==> src/rtl/bus_pkg.sv <==
// rtl/bus_pkg.sv - shared types and defaults for the serial bus master port
package bus_pkg;

  typedef enum logic [2:0] {
    ST_IDLE,
    ST_REQ,
    ST_ADDR,
    ST_AACK,
    ST_WDATA,
    ST_WACK,
    ST_RDATA,
    ST_DONE
  } state_t;

  localparam logic MODE_READ  = 1'b0;
  localparam logic MODE_WRITE = 1'b1;

  localparam int ADDR_WIDTH_DEF = 16;
  localparam int DATA_WIDTH_DEF = 8;
  localparam int TIMEOUT_DEF    = 255;

endpackage

==> src/rtl/bus_shift_reg.sv <==
// rtl/bus_shift_reg.sv - load / shift-out / shift-in register with bit counter
//   clk, rst          : clock, synchronous active-high reset
//   load, load_data   : parallel load, also clears the bit counter
//   shift, sin        : shift right one place, sin enters at the MSB
//   last_idx          : bit index at which last asserts
//   sout              : current LSB (serial output)
//   data_next         : value the register takes on a shift
//   last              : bit counter equals last_idx
module bus_shift_reg #(
  parameter int WIDTH = 8,
  parameter int CNT_W = (WIDTH > 1) ? $clog2(WIDTH) : 1
) (
  input  logic             clk,
  input  logic             rst,
  input  logic             load,
  input  logic [WIDTH-1:0] load_data,
  input  logic             shift,
  input  logic             sin,
  input  logic [CNT_W-1:0] last_idx,
  output logic             sout,
  output logic [WIDTH-1:0] data_next,
  output logic             last
);

  logic [WIDTH-1:0] data_q;
  logic [CNT_W-1:0] cnt_q;

  // LSB-first on both directions: shifting right exposes the next bit to
  // send and, after WIDTH shifts, leaves the first received bit at bit 0.
  assign data_next = {sin, data_q[WIDTH-1:1]};
  assign sout      = data_q[0];
  assign last      = (cnt_q == last_idx);

  always_ff @(posedge clk) begin
    if (rst) begin
      data_q <= '0;
      cnt_q  <= '0;
    end else if (load) begin
      data_q <= load_data;
      cnt_q  <= '0;
    end else if (shift) begin
      data_q <= data_next;
      cnt_q  <= cnt_q + CNT_W'(1);
    end
  end

endmodule

==> src/rtl/bus_master_port.sv <==
// rtl/bus_master_port.sv - serial master-side port of the system bus
//   clk, rst                         : clock, synchronous active-high reset
//   d_req, d_addr, d_wdata, d_mode   : bridge transaction, taken while d_ready
//   d_ready, d_done, d_err, d_rdata  : bridge handshake and completion status
//   m_breq, m_bgrant                 : arbiter request / grant
//   m_wdata, m_mode, m_valid         : serial address / write-data out, LSB first
//   s_ack, s_rdata, s_rvalid         : slave acknowledge and serial read data
module bus_master_port
  import bus_pkg::*;
#(
  parameter int ADDR_WIDTH = ADDR_WIDTH_DEF,
  parameter int DATA_WIDTH = DATA_WIDTH_DEF,
  parameter int TIMEOUT    = TIMEOUT_DEF
) (
  input  logic                  clk,
  input  logic                  rst,
  input  logic                  d_req,
  input  logic [ADDR_WIDTH-1:0] d_addr,
  input  logic [DATA_WIDTH-1:0] d_wdata,
  input  logic                  d_mode,
  output logic                  d_ready,
  output logic                  d_done,
  output logic                  d_err,
  output logic [DATA_WIDTH-1:0] d_rdata,
  output logic                  m_breq,
  input  logic                  m_bgrant,
  output logic                  m_wdata,
  output logic                  m_mode,
  output logic                  m_valid,
  input  logic                  s_ack,
  input  logic                  s_rdata,
  input  logic                  s_rvalid
);

  localparam int TX_CW = $clog2(ADDR_WIDTH);
  localparam int RX_CW = $clog2(DATA_WIDTH);
  localparam logic [7:0] TMO_MAX = 8'(TIMEOUT);

  state_t state_q, state_d;
  logic   err_q, err_d;
  logic   mode_q;
  logic [DATA_WIDTH-1:0] wdata_q;
  logic [DATA_WIDTH-1:0] rdata_q;
  logic [7:0]            tmo_q;
  logic                  tmo_hit;

  logic                  latch;
  logic                  rdata_load;
  logic                  tx_load, tx_shift, tx_sout, tx_last;
  logic [ADDR_WIDTH-1:0] tx_load_data;
  logic [ADDR_WIDTH-1:0] tx_next_unused;
  logic [TX_CW-1:0]      tx_last_idx;
  logic                  rx_load, rx_shift, rx_last;
  logic                  rx_sout_unused;
  logic [DATA_WIDTH-1:0] rx_next;

  // The TX register carries the address first, then is reloaded with the
  // zero-extended write data; only the bit count that ends the phase differs.
  assign tx_last_idx = (state_q == ST_WDATA) ? TX_CW'(DATA_WIDTH - 1)
                                             : TX_CW'(ADDR_WIDTH - 1);

  bus_shift_reg #(.WIDTH(ADDR_WIDTH), .CNT_W(TX_CW)) u_tx (
    .clk       (clk),
    .rst       (rst),
    .load      (tx_load),
    .load_data (tx_load_data),
    .shift     (tx_shift),
    .sin       (1'b0),
    .last_idx  (tx_last_idx),
    .sout      (tx_sout),
    .data_next (tx_next_unused),
    .last      (tx_last)
  );

  bus_shift_reg #(.WIDTH(DATA_WIDTH), .CNT_W(RX_CW)) u_rx (
    .clk       (clk),
    .rst       (rst),
    .load      (rx_load),
    .load_data ('0),
    .shift     (rx_shift),
    .sin       (s_rdata),
    .last_idx  (RX_CW'(DATA_WIDTH - 1)),
    .sout      (rx_sout_unused),
    .data_next (rx_next),
    .last      (rx_last)
  );

  assign tmo_hit = (tmo_q == TMO_MAX);
  assign latch   = (state_q == ST_IDLE) && d_req;
  assign rx_load = latch;

  always_comb begin
    state_d      = state_q;
    err_d        = err_q;
    tx_load      = 1'b0;
    tx_load_data = '0;
    tx_shift     = 1'b0;
    rx_shift     = 1'b0;
    rdata_load   = 1'b0;
    case (state_q)
      ST_IDLE: begin
        if (d_req) begin
          tx_load      = 1'b1;
          tx_load_data = d_addr;
          err_d        = 1'b0;
          state_d      = ST_REQ;
        end
      end
      ST_REQ: begin
        if (m_bgrant) state_d = ST_ADDR;
      end
      ST_ADDR: begin
        if (!m_bgrant) begin
          state_d = ST_DONE;
          err_d   = 1'b1;
        end else begin
          tx_shift = 1'b1;
          if (tx_last) state_d = ST_AACK;
        end
      end
      ST_AACK: begin
        if (!m_bgrant) begin
          state_d = ST_DONE;
          err_d   = 1'b1;
        end else if (s_ack) begin
          if (mode_q == MODE_WRITE) begin
            tx_load      = 1'b1;
            tx_load_data = ADDR_WIDTH'(wdata_q);
            state_d      = ST_WDATA;
          end else begin
            state_d = ST_RDATA;
          end
        end else if (tmo_hit) begin
          state_d = ST_DONE;
          err_d   = 1'b1;
        end
      end
      ST_WDATA: begin
        if (!m_bgrant) begin
          state_d = ST_DONE;
          err_d   = 1'b1;
        end else begin
          tx_shift = 1'b1;
          if (tx_last) state_d = ST_WACK;
        end
      end
      ST_WACK: begin
        if (!m_bgrant) begin
          state_d = ST_DONE;
          err_d   = 1'b1;
        end else if (s_ack) begin
          state_d = ST_DONE;
          err_d   = 1'b0;
        end else if (tmo_hit) begin
          state_d = ST_DONE;
          err_d   = 1'b1;
        end
      end
      ST_RDATA: begin
        // Grant loss wins over a coincident final bit so a truncated read
        // never reaches d_rdata.
        if (!m_bgrant) begin
          state_d = ST_DONE;
          err_d   = 1'b1;
        end else if (s_rvalid) begin
          rx_shift = 1'b1;
          if (rx_last) begin
            rdata_load = 1'b1;
            state_d    = ST_DONE;
            err_d      = 1'b0;
          end
        end else if (tmo_hit) begin
          state_d = ST_DONE;
          err_d   = 1'b1;
        end
      end
      ST_DONE: begin
        state_d = ST_IDLE;
      end
      default: begin
        state_d = ST_IDLE;
      end
    endcase
  end

  always_ff @(posedge clk) begin
    if (rst) begin
      state_q <= ST_IDLE;
      err_q   <= 1'b0;
      mode_q  <= MODE_READ;
      wdata_q <= '0;
      rdata_q <= '0;
      tmo_q   <= '0;
    end else begin
      state_q <= state_d;
      err_q   <= err_d;
      if (latch) begin
        mode_q  <= d_mode;
        wdata_q <= d_wdata;
      end
      if (rdata_load) rdata_q <= rx_next;
      // Cleared on every state entry and on each received bit; holds at
      // TMO_MAX rather than wrapping.
      if ((state_d != state_q) || rx_shift) tmo_q <= '0;
      else if (!tmo_hit)                    tmo_q <= tmo_q + 8'd1;
    end
  end

  assign d_ready = (state_q == ST_IDLE);
  assign d_done  = (state_q == ST_DONE);
  assign d_err   = d_done & err_q;
  assign d_rdata = rdata_q;
  assign m_breq  = (state_q == ST_REQ)   || (state_q == ST_ADDR)  ||
                   (state_q == ST_AACK)  || (state_q == ST_WDATA) ||
                   (state_q == ST_WACK)  || (state_q == ST_RDATA);
  assign m_valid = (state_q == ST_ADDR) || (state_q == ST_WDATA);
  assign m_wdata = m_valid & tx_sout;
  assign m_mode  = m_valid & mode_q;

endmodule

==> config.mk <==
export PLATFORM = sky130hd
export DESIGN_NAME = bus_master_port
export DESIGN_NICKNAME = d
export VERILOG_FILES = /design/src/rtl/bus_pkg.sv /design/src/rtl/bus_shift_reg.sv /design/src/rtl/bus_master_port.sv
export SDC_FILE = /design/constraint.sdc
export NUM_CORES = 1
export LEC_CHECK = 0
export BUFFER_PORTS_ARGS = -buffer_cell sky130_fd_sc_hd__buf_2
export CORE_MARGIN = 8
export CORE_UTILIZATION = 35
export DETAILED_ROUTE_END_ITERATION = 8
export SLEW_MARGIN = 25
export SYNTH_ARGS = -nofsm -noshare
export SYNTH_HDL_FRONTEND = slang
export SYNTH_HIERARCHICAL = 1
export SYNTH_SLANG_ARGS = --single-unit
==> constraint.sdc <==
create_clock -name clk -period 4.7 [get_ports clk]
set_input_delay 0.235 -clock clk [delete_from_list [all_inputs] [get_ports clk]]
set_output_delay 0.235 -clock clk [all_outputs]
set_load 0.1 [all_outputs]
# == Word-level counts from Yosys, hierarchy flattened ==
# Index checks and enable logic that the tools add are counted.
# classes
n_addsub,3
mul,0
div,0
n_lt_le_gt_ge,0
eq_ne,15
shifts,0
mux,49
bitwise_logic,3
reduce_logical,16
# ops
op,count
2-to-1 mux 16 bit,3
2-to-1 mux 3 bit,14
one-hot mux 16 bit (2 select lines),1
2-to-1 mux 8 bit,3
one-hot mux 3 bit (8 select lines),1
2-to-1 mux 1 bit,23
equality test 3 bit (second input constant),5
adder 8 x 1 -> 8 bit (second input constant),1
equality test 8 bit (second input constant),1
OR reduction 2 bit,4
logical OR 1 bit,7
equality test 3 x 2 -> 1 bit (second input constant),2
one-hot mux 1 bit (5 select lines),1
AND reduction 5 bit,1
nonzero test 5 bit,1
adder 4 x 1 -> 4 bit (second input constant),1
equality test 4 bit,1
2-to-1 mux 4 bit,1
!= test 2 bit (second input constant),2
!= test 4 bit (second input constant),1
adder 3 x 1 -> 3 bit (second input constant),1
bitwise AND 1 bit,3
equality test 3 x 1 -> 1 bit (second input constant),1
zero test 3 bit,1
6 further kinds,6
# totals
register_bits,60
latchBits,0
ramBits,0
rom_bits,0
inputBits,32
out_inout_bits,15
word_cells,96
mem_count,0

# == Longest topological paths before layout ==
# logic_depth
depth_word,9
ltp_mapped,10
depth_no_buf,9

# == By module ==
# The synthesis kept the hierarchy.
# modules_own_cells
mod,instances,cells_per_inst,area_per_inst_um2,seq_area_each_um2
bus_master_port,1,215,1619.1,580.6
bus_shift_reg at u_tx,1,95,998.5,400.4
bus_shift_reg at u_rx,1,52,535.5,220.2

# == Least setup slack after synthesis ==
# Ideal clock, no wire load.
# synth_path
kind,flip-flop to output port
from,reg state_q[0]
to,out m_breq
t_arrival_ns,2.844
required_ns,4.465
setup_slack_ns,1.621
path_stages_with_launch,5
path_cell_list,dfxtp_1 > buf_2 > inv_1 > nor2_1 > nor2_1
# synth_via
elab_chain_len,6
# synth_rtl
element,line,rtl
"start, declared",bus_master_port.sv:39,"state_t state_q, state_d;"
"start signal, assigned",bus_master_port.sv:195,state_q <= state_d;
equality test 3 x 1 -> 1 bit / equality test 3 x 2 -> 1 bit (equally long branches),bus_master_port.sv:213,assign m_breq = (state_q == ST_REQ) || (state_q == ST_ADDR) ||
logical OR 1 bit (2 in series),bus_master_port.sv:213,
logical OR 1 bit (2 in series),bus_master_port.sv:214,(state_q == ST_AACK) || (state_q == ST_WDATA) ||
logical OR 1 bit (*),bus_master_port.sv:215,(state_q == ST_WACK) || (state_q == ST_RDATA);
"end, declared",bus_master_port.sv:25,"output logic m_breq,"
# Mark *: on every way between the ends. The rest lies on a longest branch, timed or not.

# == Final worst setup path ==
# layout_path
from,reg state_q[0]
to,reg u_tx.data_q[1]
# layout_rtl
element,line,rtl
equality test 3 x 2 -> 1 bit / zero test 3 bit (equally long branches),bus_master_port.sv:100,case (state_q)
one-hot mux 1 bit (2 select lines) (*),bus_master_port.sv:100,
via tx_load,bus_master_port.sv:49,"logic tx_load, tx_shift, tx_sout, tx_last;"
2-to-1 mux 16 bit / nonzero test 2 bit (equally long branches),n/a,
"end signal, assigned",bus_shift_reg.sv:39,data_q <= load_data;
"end signal, assigned",bus_shift_reg.sv:42,data_q <= data_next;
"end, declared",bus_shift_reg.sv:25,logic [WIDTH-1:0] data_q;
# Mark *: on every way through the listed nets, which the timed path passes. The rest lies on a longest branch.
# A chain may end at the register's enable or synchronous reset.

==> results.yml <==
run_status:
  status: "finished, final reports clean"
clock_tree:
  cts.repair.resized: 0
  numCtsBuffers: 9
  cts_hold_buf: 0
  clk_latency_ps: 340
  cts_buffer_depth: 2
  clkSlewWorstSetupHoldPaths_ps: 70
  h-tree-depth: 3
  clock_sinks: 59
  cts_tree: "done"
  cts-root-buf: "clkbuf_8"
  cts_setup_buffers: 0
placement:
  place_inst: 502
  dp_hpwl_mm: 5.24
  gp_congestion: 0.756
  io_buffers: 46
floorplan:
  chipHeight_um: 110
  rows: 34
  io_pins: 47
  fp.dieArea_um2: 12100
  die_w_um: 110
  start_util_pct: 35.7
  design.core.area_um2: 8680
power_and_ir_drop:
  combPwrFrac_pct: 23.0
  pwr-share-clk_pct: 34.1
  p_int_mw: 0.924
  pwr-share-seq_pct: 42.9
  p_leak_nw: 1.41
  peakVddDrop_mv: 0.144
  p_per_area_nw_per_um2: 381
  power.switching_mw: 0.455
  total_power_mw: 1.38
  swShare_pct: 33.0
sta:
  drv_slew: 0
  worst_pin_slew_ps: 956
  setup_violations: 0
  rsz0062_at_grt: "no"
  fin_skew_ps: 8.60
  final.setup.tns_ps: 0
  slew_headroom_pct: 35.8
  period_share_pct: 65.0
  layout_min_cycle_time_ps: 3050
  finalHoldViolCount: 0
  fmax_mhz: 327
worst_setup_path:
  crit_path_top_delay_cell: "nor3_1"
  cp_cell_sequence: "nor3_1 > nand2_1 > o21ai_0 > buf_4 > inv_2 > a211oi_1"
  r2r_slack_ps: 1650
  cp.arrival_ps: 3300
  required_ps: 4950
  end_kind: "register"
  path_max_fanout: 20
  start_kind: "register"
  slowest_delay_ps: 860
  path_class: "reg2reg"
drt:
  drt_iter0_drc: 129
  avgViaCountPerCell: 5.07
  drc: 0
  wire_per_inst_um: 14.1
  routed_wirelength_mm: 7.30
  drtPass1Iterations: 4
  ant_nets: 0
  vias: 2627
final_layout:
  finalNonFillerCells: 518
  drive_gt1_share_pct: 20.5
  nNetsFinal: 440
  diodes: 0
  area_delta_synth_final_pct: 16.7
worst_hold_path:
  hp-class: "in2reg"
global_routing:
  track_usage_pct: 12.5
  grt_first_pass_wirelength_mm: 12.2
  grt_overflow_total: 0
  antenna_found_initial: 0
  grt_max_degree: 50
  grt_pass1_vias: 2568
flow_run:
  max_cap_violations: 0
yosys:
  syn_area_um2: 3100
  syn_avg_cell_area_um2: 8.69
  synthCells: 357
  ys_warn_count: 6
## area by class of cell
cell class,count,area (µm²)
clock buffer,10,138
clock inverter,6,65.1
fill,909,5060
inverter,9,33.8
multi-input combinational,275,1790
sequential,59,1180
tap,108,135
timing repair buffer,51,275
## placed cells by master (no fill, tap or decap), types with 2 or more instances in the layout
cell type  instances
o21ai_0            9
o2111ai_1          2
xor2_1            10
a32oi_1            2
a31oi_1            3
nand3_1           12
nand3b_1           2
nand2_1           33
clkinv_4           2
buf_4              4
clkbuf_8          10
nor2_1            16
dfxtp_1           59
nor3b_1            5
inv_2              2
inv_1              6
a211oi_1          21
or2_2              2
and3_1            10
buf_2             46
a21bo_2            2
mux2i_1           27
xnor2_1            5
nand4_1            2
nor4_1             4
clkinv_2           2
a22o_1             8
a211oi_2           4
conb_1            14
ha_1               3
nor2b_1           25
a21oi_1           24
nor3_1            11
and2_1             5
## worst max-delay path: cells and delay by family, from the launching register on
family	cells	cell delay (ps)
buffers and inverters	2	440
flip-flops	1	510
AND/OR/NAND/NOR	2	1310
AO/OA/AOI/OAI	2	680
## power by group through the flow
stage / Sequential (mW) / Clock (mW) / Combinational [mW]
2_1_floorplan: 0.579 / 0 / 0.275
3_3_place_gp: 0.599 / 0 / 0.309
3_5_place_dp: 0.602 / 0 / 0.317
4_1_cts: 0.591 / 0.485 / 0.319
5_1_grt: 0.598 / 0.510 / 0.348
6_report: 0.592 / 0.470 / 0.317
## state kept, by name, summed over array words and instances, names as in the netlist
signal       cells
u_tx/data_q     16
d_rdata          8
tmo_q            8
wdata_q          8
u_rx/data_q      7
u_tx/cnt_q       4
state_q          3
u_rx/cnt_q       3
err_q            1
mode_q           1
## final timing paths
kind                            from                          end  cells after the start
min                       d_wdata[6]      wdata_q[6]$_SDFFE_PP0P_                      3
min reg2reg  d_rdata[6]$_SDFFE_PP0P_      d_rdata[6]$_SDFFE_PP0P_                      2
max            state_q[0]$_SDFF_PP0_  u_tx/data_q[1]$_SDFFE_PP0P_                      6
max reg2reg    state_q[0]$_SDFF_PP0_  u_tx/data_q[1]$_SDFFE_PP0P_                      6
## per-layer routing
metal | global-route usage (%) | up-vias | share of wire, %
met5 | 0 | - | 0
met4 | 4.57 | 0 | 1.5
met3 | 3.90 | 11 | 5.2
met2 | 19.6 | 50 | 47
met1 | 15.9 | 1215 | 46
li1 | - | 1351 | -
## through the flow
step           instance area [µm²]  hold WS [ps]  worst slack [ps]  util [%]
2_1_floorplan                 3150           314              1620         -
3_3_place_gp                  3400           442              1960      39.2
3_5_place_dp                  3420           445              1680      39.4
4_1_cts                       3620           111              1620      41.7
5_1_grt                       3620           120              1350      41.7
6_report                      3620           126              1650      41.7
Power figures use the tool's default switching activity.
